==> src/rtl/ram_dp_arb.sv <==
// ram_dp_arb: shares one dual-port RAM among NUM_REQ requesters.
// Each cycle a round-robin scan picks up to two distinct requesters. The first
// winner drives port A and the second drives port B. Read data comes back one
// cycle later and is steered to the requester that issued the read.
// Optional build macro: RAM_DP_ARB_FIXED_PRIO_EN pins the scan pointer to 0,
// which gives fixed priority with index 0 highest.
// Handshake: a requester raises req_i and holds we_i/addr_i/wdata_i stable
// until it sees gnt_o high. The access is accepted on the rising edge that ends
// that cycle. Read data appears on rvalid_o/rdata_o in the next cycle, and the
// return path has no back-pressure.
module ram_dp_arb #(
  parameter int NUM_REQ    = 4,
  parameter int Word_Width = 32,
  parameter int Addr_Width = 8
) (
  input  logic                           clk,
  input  logic                           rst,
  input  logic [NUM_REQ-1:0]             req_i,
  input  logic [NUM_REQ-1:0]             we_i,
  input  logic [NUM_REQ*Addr_Width-1:0]  addr_i,
  input  logic [NUM_REQ*Word_Width-1:0]  wdata_i,
  output logic [NUM_REQ-1:0]             gnt_o,
  output logic [NUM_REQ-1:0]             rvalid_o,
  output logic [NUM_REQ*Word_Width-1:0]  rdata_o,
  output logic                           cena_o,
  output logic                           wena_o,
  output logic                           oena_o,
  output logic [Addr_Width-1:0]          addra_o,
  output logic [Word_Width-1:0]          dataa_o,
  input  logic [Word_Width-1:0]          dataa_i,
  output logic                           cenb_o,
  output logic                           wenb_o,
  output logic                           oenb_o,
  output logic [Addr_Width-1:0]          addrb_o,
  output logic [Word_Width-1:0]          datab_o,
  input  logic [Word_Width-1:0]          datab_i
);

  localparam int PW = (NUM_REQ > 1) ? $clog2(NUM_REQ) : 1;

  logic [Addr_Width-1:0] w_addr  [NUM_REQ];
  logic [Word_Width-1:0] w_wdata [NUM_REQ];

  logic [PW-1:0] w_ptr;
  int            w_scan;
  logic [PW-1:0] w_scan_idx;
  logic          w_a_found;
  logic          w_b_found;
  logic [PW-1:0] w_a_idx;
  logic [PW-1:0] w_b_idx;
  logic          w_ww_conflict;
  logic          w_a_gnt;
  logic          w_b_gnt;

  logic          r_rda_v;
  logic [PW-1:0] r_rda_id;
  logic          r_rdb_v;
  logic [PW-1:0] r_rdb_id;

  // Unpack the flat address and write-data buses into per-requester arrays.
  always_comb begin
    for (int k = 0; k < NUM_REQ; k++) begin
      w_addr[k]  = addr_i[k*Addr_Width +: Addr_Width];
      w_wdata[k] = wdata_i[k*Word_Width +: Word_Width];
    end
  end

  // Scan from ptr upward (wrapping): first requester found -> A, next -> B.
  always_comb begin
    w_a_found  = 1'b0;
    w_b_found  = 1'b0;
    w_a_idx    = '0;
    w_b_idx    = '0;
    w_scan     = 0;
    w_scan_idx = '0;
    for (int i = 0; i < NUM_REQ; i++) begin
      w_scan     = (int'(w_ptr) + i) % NUM_REQ;
      w_scan_idx = PW'(w_scan);
      if (req_i[w_scan_idx]) begin
        if (!w_a_found) begin
          w_a_found = 1'b1;
          w_a_idx   = w_scan_idx;
        end else if (!w_b_found) begin
          w_b_found = 1'b1;
          w_b_idx   = w_scan_idx;
        end
      end
    end
  end

  // Two writes to one address cannot both land. Port B's winner waits, and no
  // one else is promoted into port B this cycle.
  assign w_ww_conflict = w_a_found && w_b_found &&
                         we_i[w_a_idx] && we_i[w_b_idx] &&
                         (w_addr[w_a_idx] == w_addr[w_b_idx]);

  assign w_a_gnt = !rst && w_a_found;
  assign w_b_gnt = !rst && w_b_found && !w_ww_conflict;

  // One-hot grant vector built from the two port winners.
  always_comb begin
    gnt_o = '0;
    if (w_a_gnt) gnt_o[w_a_idx] = 1'b1;
    if (w_b_gnt) gnt_o[w_b_idx] = 1'b1;
  end

  // Port A drive: mux the winner's request onto the port, or idle it.
  always_comb begin
    cena_o  = 1'b1;
    wena_o  = 1'b1;
    addra_o = '0;
    dataa_o = '0;
    if (w_a_gnt) begin
      cena_o  = 1'b0;
      wena_o  = !we_i[w_a_idx];
      addra_o = w_addr[w_a_idx];
      dataa_o = w_wdata[w_a_idx];
    end
  end

  // Port B drive: mux the winner's request onto the port, or idle it.
  always_comb begin
    cenb_o  = 1'b1;
    wenb_o  = 1'b1;
    addrb_o = '0;
    datab_o = '0;
    if (w_b_gnt) begin
      cenb_o  = 1'b0;
      wenb_o  = !we_i[w_b_idx];
      addrb_o = w_addr[w_b_idx];
      datab_o = w_wdata[w_b_idx];
    end
  end

`ifdef RAM_DP_ARB_FIXED_PRIO_EN
  assign w_ptr = '0;
`else
  logic [PW-1:0] r_ptr;
  logic [PW-1:0] w_last;
  logic [PW-1:0] w_next_ptr;

  // The pointer moves just past the last index granted (B if granted, else A).
  always_comb begin
    w_last     = w_b_gnt ? w_b_idx : w_a_idx;
    w_next_ptr = PW'((int'(w_last) + 1) % NUM_REQ);
  end

  // Round-robin pointer: holds when nothing is granted.
  always_ff @(posedge clk or posedge rst) begin
    if (rst) begin
      r_ptr <= '0;
    end else if (w_a_gnt) begin
      r_ptr <= w_next_ptr;
    end
  end

  assign w_ptr = r_ptr;
`endif

  // Remember which requester owns each port's read data next cycle.
  always_ff @(posedge clk or posedge rst) begin
    if (rst) begin
      r_rda_v  <= 1'b0;
      r_rda_id <= '0;
      r_rdb_v  <= 1'b0;
      r_rdb_id <= '0;
    end else begin
      r_rda_v  <= w_a_gnt && !we_i[w_a_idx];
      r_rda_id <= w_a_idx;
      r_rdb_v  <= w_b_gnt && !we_i[w_b_idx];
      r_rdb_id <= w_b_idx;
    end
  end

  assign oena_o = !r_rda_v;
  assign oenb_o = !r_rdb_v;

  // Steer returning read data to its owner. Every other slice reads zero.
  always_comb begin
    rvalid_o = '0;
    rdata_o  = '0;
    for (int k = 0; k < NUM_REQ; k++) begin
      if (r_rda_v && (r_rda_id == PW'(k))) begin
        rvalid_o[k]                          = 1'b1;
        rdata_o[k*Word_Width +: Word_Width]  = dataa_i;
      end
      if (r_rdb_v && (r_rdb_id == PW'(k))) begin
        rvalid_o[k]                          = 1'b1;
        rdata_o[k*Word_Width +: Word_Width]  = datab_i;
      end
    end
  end

endmodule

==> config.mk <==
export PLATFORM = sky130hd
export DESIGN_NAME = ram_dp_arb
export DESIGN_NICKNAME = d
export VERILOG_FILES = /design/src/rtl/ram_dp_arb.sv
export SDC_FILE = /design/constraint.sdc
export NUM_CORES = 1
export LEC_CHECK = 0
export BUFFER_PORTS_ARGS = -buffer_cell sky130_fd_sc_hd__buf_4
export CAP_MARGIN = 20
export CORE_AREA = 2 2 180 182
export CTS_BUF_LIST = sky130_fd_sc_hd__clkbuf_16
export CTS_CLUSTER_SIZE = 30
export DETAILED_ROUTE_END_ITERATION = 8
export DIE_AREA = 0 0 182 184
export PLACE_DENSITY = 0.43
export SYNTH_ARGS = -nofsm -noshare
export SYNTH_HDL_FRONTEND = slang
export SYNTH_SLANG_ARGS = --single-unit
export TNS_END_PERCENT = 20
==> constraint.sdc <==
create_clock -name clk -period 5.55 [get_ports clk]
set_clock_uncertainty 0.15 [all_clocks]
set_input_delay 0.8325 -clock clk [delete_from_list [all_inputs] [get_ports clk]]
set_output_delay 0.8325 -clock clk [all_outputs]
set_load 0.05 [all_outputs]
==> flow_metrics.py, run 1 <==
metrics = {
    "synth": {
        "synthXorXnorAreaFrac_pct": 1.754,
        "ys_async_sr_fraction_pct": 100.0,
        "synth_edf_count": 0,
        "syn_area_per_cell_um2": 8.376,
        "synth-adder-area-share_pct": 0.5013,
        "ys_ff_latch": 8,
        "synth_cell_types": 53,
        "netlist_instances": 596,
        "synth_top_family_by_area": "compound AO/OA/AOI/OAI gates",
        "syn_nets": 832,
        "synth_compound_area_share_pct": 37.69,
        "seq_area_frac_synth_pct": 4.010,
        "synthMuxAreaShare_pct": 32.23,
        "syn_area_um2": 4992,
        "yosysWarnings": 0,
        "synth-main-ff-cell": "dfrtp_1",
        "synthSimpleGateAreaFrac_pct": 15.99,
    },
    "critical_path": {
        "end_kind": "primary output",
        "worst-path-buf-inv": 6,
        "worst-setup-path-type": "in2out",
        "cp.depth": 18,
        "startpoint_type": "input pin",
        "critPathRequiredTime_ns": 4.57,
        "critical_path.max_fanout": 16,
        "cp_slowest_cell": "or4_4",
        "crit_family": "compound AO/OA/AOI/OAI gates",
        "rr_startpoint": "r_ptr[1]",
        "cp.arrival_ns": 4.44,
        "cpPeakStageDelay_ns": 0.51,
        "cp-startpoint": "req_i[3]",
        "path_cells": "buf_4 -> mux2_4 -> nor2_1 -> a31oi_2 -> ha_2 -> inv_1 -> a31o_1 -> a2111oi_4 -> a221o_4 -> buf_4 -> mux2i_2 -> xor2_1 -> or4_4 -> o31ai_4 -> buf_4 -> buf_12 -> and2b_1 -> buf_4",
        "worst_path_most_repeated_cell": "buf_4",
        "r2r_cells": 15,
    },
    "clock_network": {
        "cts_made_buffers": 3,
        "clkSinkCount": 8,
        "clk_path_buf_depth": 2,
        "cts_tree": "yes",
        "clk_latency_ns": 0.23,
        "root_buffer": "clkbuf_16",
        "htreeDepth": 1,
        "cts_hold_buf": 0,
        "clkTransAtPathRegs_ns": 0.04,
    },
    "pwr": {
        "p_total_mw": 5.109,
        "peakVddDrop_uv": 421.7,
        "total_leakage_power_nw": 4.286,
        "p_per_area_nw_per_um2": 565.1,
    },
    "die": {
        "die_w_um": 182,
        "die_area_um2": 33490,
        "core-area_um2": 31390,
        "rows": 65,
        "start_util_pct": 15.90,
        "die_h_um": 184,
        "ios": 456,
    },
    "drt": {
        "ant_nets": 0,
        "firstDrtPassIters": 6,
        "wl_per_cell_um": 21.40,
        "drtIter0Drc": 223,
        "remaining_drc_errors": 0,
        "vias": 6873,
        "vias_per_cell": 4.861,
        "wirelength_um": 30270,
    },
    "sta": {
        "max_freq_mhz": 184.4,
        "fin_crit_sh_pct": 97.70,
        "holdWs_ns": 0.4133,
        "maxSlewViolCount": 0,
        "setup_violations": 0,
        "tns_ns": 0,
        "finalCriticalPeriod_ns": 5.423,
        "slew_headroom_pct": 40.33,
        "max_slew.worst_pin.slew_ns": 0.8951,
        "hold_viol": 0,
    },
    "placed_design": {
        "hpwl_um": 23980,
        "port_buffers": 455,
        "routabilityCongestion": 0.8073,
        "dpl_cell_area_um2": 8867,
    },
    "final_layout": {
        "syn_to_final_growth_pct": 81.08,
        "nets": 1250,
        "fin_area_um2": 9040,
        "layout_common_cells": "buf_4, a22o_1, mux2i_1",
        "antennaDiodeCount": 0,
        "final_common_cell": "buf_4",
        "utilization_pct": 28.80,
        "drive_gt1_share_pct": 54.45,
    },
    "grt": {
        "grt_first_pass_wirelength_um": 43030,
        "grt_start_max_net_pins": 75,
        "grt_pass1_vias": 6901,
        "grt_overflow": 0,
        "grtUsageTotal_pct": 16.48,
        "antenna_found_initial": 0,
    },
    "hold_path": {
        "min_path_type": "in2async",
    },
    "status": {
        "outcome": "completed",
    },
    "run": {
        "drv_cap": 0,
    },
}
where the power goes:
part	switching, mW	internal, mW
combinational	3.09	1.78
sequential	0.0354	0.0848
clock	0.0265	0.0927
total	3.15	1.96
worst reg2reg max path: cells and delay by family (launching register included):
| kind | cells | cell delay, ns |
|---|---|---|
| buf+inv | 3 | 0.44 |
| fa+ha+maj | 1 | 0.23 |
| simple gates | 3 | 0.67 |
| mux | 2 | 0.51 |
| flops | 1 | 0.53 |
| compound gates | 6 | 1.41 |
cells by family (layout without fill, tap and decap cells):
family | count (synthesis) | after routing
AO/OA/AOI/OAI | 227 | 227
AND/OR/NAND/NOR | 140 | 140
multiplexers | 120 | 120
buffers and inverters | 89 | 505
XOR/XNOR | 10 | 10
flip-flops | 8 | 8
adder cells (fa/ha/maj) | 2 | 2
timing repair:
item / CTS / global route
resized for setup: 0 / 9
buffers inserted: 0 / 4
setup endpoints to repair: 0 / 46
path summary, 6_finish.rpt:
check                           slack, ns          end
worst max-delay path                 0.13  datab_o[25]
worst min-delay path                 0.41  r_rdb_id[0]
worst max register to register       1.47     r_ptr[0]
worst min register to register       0.61     r_ptr[0]
max in group asynchronous            4.60  r_rda_id[0]
min in group clk                     0.61     r_ptr[0]
per-layer routing:
| layer | wire (µm) | part of all wire (%) | track usage, % |
|---|---|---|---|
| met5 | 0 | 0 | 0 |
| met2 | 15870 | 52 | 31.73 |
| met4 | 280 | 0.93 | 1.839 |
| met3 | 2250 | 7.4 | 3.487 |
| met1 | 11870 | 39 | 19.16 |
registers in the layout, indices dropped and copies added, names as in the netlist:
signal / flops
r_rdb_id: 2
r_rda_v: 1
r_rda_id: 2
r_ptr: 2
r_rdb_v: 1
metrics by stage:
| stage | setup WS, ns | std cells |
|---|---|---|
| floorplan | 0.03936 | 596 |
| global placement | 0.1826 | 1406 |
| detailed placement | 0.08028 | 1406 |
| CTS | 0.07460 | 1409 |
| global route | -0.04902 | 1414 |
| finish | 0.1274 | 1414 |
cell type report:
cell class / count / area [µm²]
inverters: 16 / 60.06
fillers: 3434 / 22350
repair buffers: 486 / 3711
clock buffers: 3 / 75.07
flip-flops and latches: 8 / 200.2
multi-input cells: 499 / 4491
well taps: 402 / 503.0
cells in the mapped netlist, drive strengths merged (8+ instances only):
cell type | count | area share (%)
dfrtp | 8 | 4.0
nor2b | 67 | 8.4
nand2 | 16 | 1.2
xor2 | 8 | 1.4
buf | 23 | 2.9
inv | 15 | 1.1
mux2i | 82 | 16
mux4 | 32 | 14
nor2 | 21 | 1.6
a211oi | 66 | 9.9
a22o | 131 | 23
clkbuf | 50 | 3.8
Power figures use the tool's default switching activity.
==> run 2: changes to the inputs <==
--- a/config.mk
+++ b/config.mk
@@ -7,12 +7,13 @@
 export LEC_CHECK = 0
 export BUFFER_PORTS_ARGS = -buffer_cell sky130_fd_sc_hd__buf_4
 export CAP_MARGIN = 20
-export CORE_AREA = 2 2 180 182
+export CORE_AREA = 3 3 176 178
 export CTS_BUF_LIST = sky130_fd_sc_hd__clkbuf_16
 export CTS_CLUSTER_SIZE = 30
 export DETAILED_ROUTE_END_ITERATION = 8
-export DIE_AREA = 0 0 182 184
-export PLACE_DENSITY = 0.43
+export DIE_AREA = 0 0 179 181
+export PLACE_DENSITY = 0.45
+export REMOVE_ABC_BUFFERS = 1
 export SYNTH_ARGS = -nofsm -noshare
 export SYNTH_HDL_FRONTEND = slang
 export SYNTH_SLANG_ARGS = --single-unit
==> run 2 against run 1 <==
- sequential power shrank 5%
- register-to-register slack got worse by 0.02 ns
- sequential share of layout area about the same
- combinational power is 1% higher
==> flow_metrics.py, run 2 (synthesis results as in run 1) <==
metrics = {
    "status": {
        "outcome": "completed",
    },
    "clock_network": {
        "cts_made_buffers": 3,
        "clkTransAtPathRegs_ns": 0.04,
        "clkSinkCount": 8,
        "cts_tree": "yes",
        "cts_hold_buf": 0,
        "root_buffer": "clkbuf_16",
        "htreeDepth": 1,
        "clk_path_buf_depth": 2,
        "postCtsSetupBuffers": 0,
        "clk_latency_ns": 0.24,
    },
    "final_layout": {
        "drive_gt1_share_pct": 54.59,
        "layout_common_cells": "buf_4, a22o_1, mux2i_1",
        "final_common_cell": "buf_4",
        "top_regs": "r_ptr (2), r_rda_id (2), r_rdb_id (2)",
        "syn_to_final_growth_pct": 80.65,
        "num-fill-cells": 3215,
        "utilization_pct": 30.51,
        "nets": 1251,
    },
    "drt": {
        "ant_nets": 0,
        "drtIter0Drc": 368,
        "wirelength_um": 33320,
        "vias_per_cell": 5.010,
        "remaining_drc_errors": 0,
        "vias": 7034,
        "firstDrtPassIters": 7,
        "wl_per_cell_um": 23.73,
    },
    "grt": {
        "antenna_found_initial": 1,
        "grt_overflow": 0,
        "grtUsageTotal_pct": 18.95,
        "grt_first_pass_wirelength_um": 46610,
        "grt_pass1_vias": 7065,
        "grt_start_max_net_pins": 69,
    },
    "die": {
        "die_w_um": 179,
        "ios": 456,
        "die_h_um": 181,
        "start_util_pct": 16.89,
        "core-area_um2": 29560,
        "rows": 63,
        "die_area_um2": 32400,
    },
    "pwr": {
        "p_total_mw": 5.157,
        "peakVddDrop_uv": 258.4,
        "p_per_area_nw_per_um2": 571.9,
        "total_leakage_power_nw": 4.283,
    },
    "critical_path": {
        "worst-path-buf-inv": 5,
        "end_kind": "primary output",
        "cp.arrival_ns": 4.37,
        "worst_path_most_repeated_cell": "buf_4",
        "cpPeakStageDelay_ns": 0.39,
        "critPathRequiredTime_ns": 4.57,
        "worst-setup-path-type": "in2out",
        "cp_slowest_cell": "o31ai_4",
        "path_cells": "buf_4 -> mux2_2 -> nor2_1 -> a31oi_2 -> ha_1 -> or3_1 -> o22ai_1 -> nor4_2 -> buf_4 -> buf_4 -> mux2_2 -> xor2_1 -> nand3_2 -> o31ai_4 -> buf_12 -> nor2_1 -> a22o_1 -> buf_4",
        "crit_family": "buffers and inverters",
        "startpoint_type": "input pin",
        "critical_path.max_fanout": 13,
    },
    "placed_design": {
        "post-place-ws_ns": 0.07948,
        "hpwl_um": 27070,
        "port_buffers": 455,
        "routabilityCongestion": 0.8193,
    },
    "sta": {
        "setup_violations": 0,
        "hold_viol": 0,
        "slew_headroom_pct": 43.43,
        "setup_ws_ns": 0.1939,
        "max_slew.worst_pin.slew_ns": 0.8439,
        "max_freq_mhz": 186.7,
        "fin_crit_sh_pct": 96.51,
        "maxSlewViolCount": 0,
        "finalCriticalPeriod_ns": 5.356,
        "rsz0062_at_grt": "false",
    },
    "hold_path": {
        "min_path_type": "in2async",
    },
    "run": {
        "drv_cap": 0,
    },
}
==> run 2: final timing paths <==
check | slack, ns | cells after the start | endpoint | start
worst max register to register | 1.45 | 15 | r_ptr[0] | r_ptr[1]
worst min register to register | 0.60 | 2 | r_ptr[0] | r_ptr[0]
max in group asynchronous | 4.56 | 2 | r_rda_id[1] | rst
min in group clk | 0.60 | 2 | r_ptr[0] | r_ptr[0]
worst min-delay path | 0.44 | 2 | r_ptr[1] | rst
worst max-delay path | 0.19 | 18 | gnt_o[0] | req_i[3]
==> run 2: timing repair <==
item,in CTS,in global routing
gates resized for setup,0,8
endpoints found under the hold margin,0,0
endpoints found under the setup margin,0,7
==> run 2: power by group <==
group | switching (mW) | leakage (nW) | internal, mW
registers | 0.0293 | 0.0981 | 0.0849
logic | 3.14 | 4.15 | 1.78
clock network | 0.0307 | 0.0370 | 0.0931
==> run 2: metal layers <==
layer	vias to the layer above	part of all wire, %	routed length [µm]	global-route usage, %
li1	3211	-	-	-
met1	3430	36	11950	20.45
met2	360	53	17610	36.43
met3	33	8.6	2869	4.035
met4	0	2.7	892	5.393
met5	-	0	0	0
==> run 2: area by class of cell <==
class | instances | area, µm² | area share (%)
multi-input cells | 499 | 4479 | 49.67
clock buffers | 3 | 75.07 | 0.8324
well taps | 390 | 488.0 | 5.411
flip-flops and latches | 8 | 200.2 | 2.220
inverters | 16 | 60.06 | 0.6659
repair buffers | 487 | 3714 | 41.18
diodes | 1 | 2.502 | 0.02775
==> run 2: stage by stage <==
stage	TNS (ns)	hold slack [ns]	cells	instance area [µm²]
final	0	0.4358	1404	9019
after CTS	0	0.4453	1403	8985
after floorplan	-937.58	0.5064	523	4662
after detailed placement	0	0.5936	1400	8910
after global placement	0	0.6067	1400	8910
after global routing	0	0.4712	1404	9019
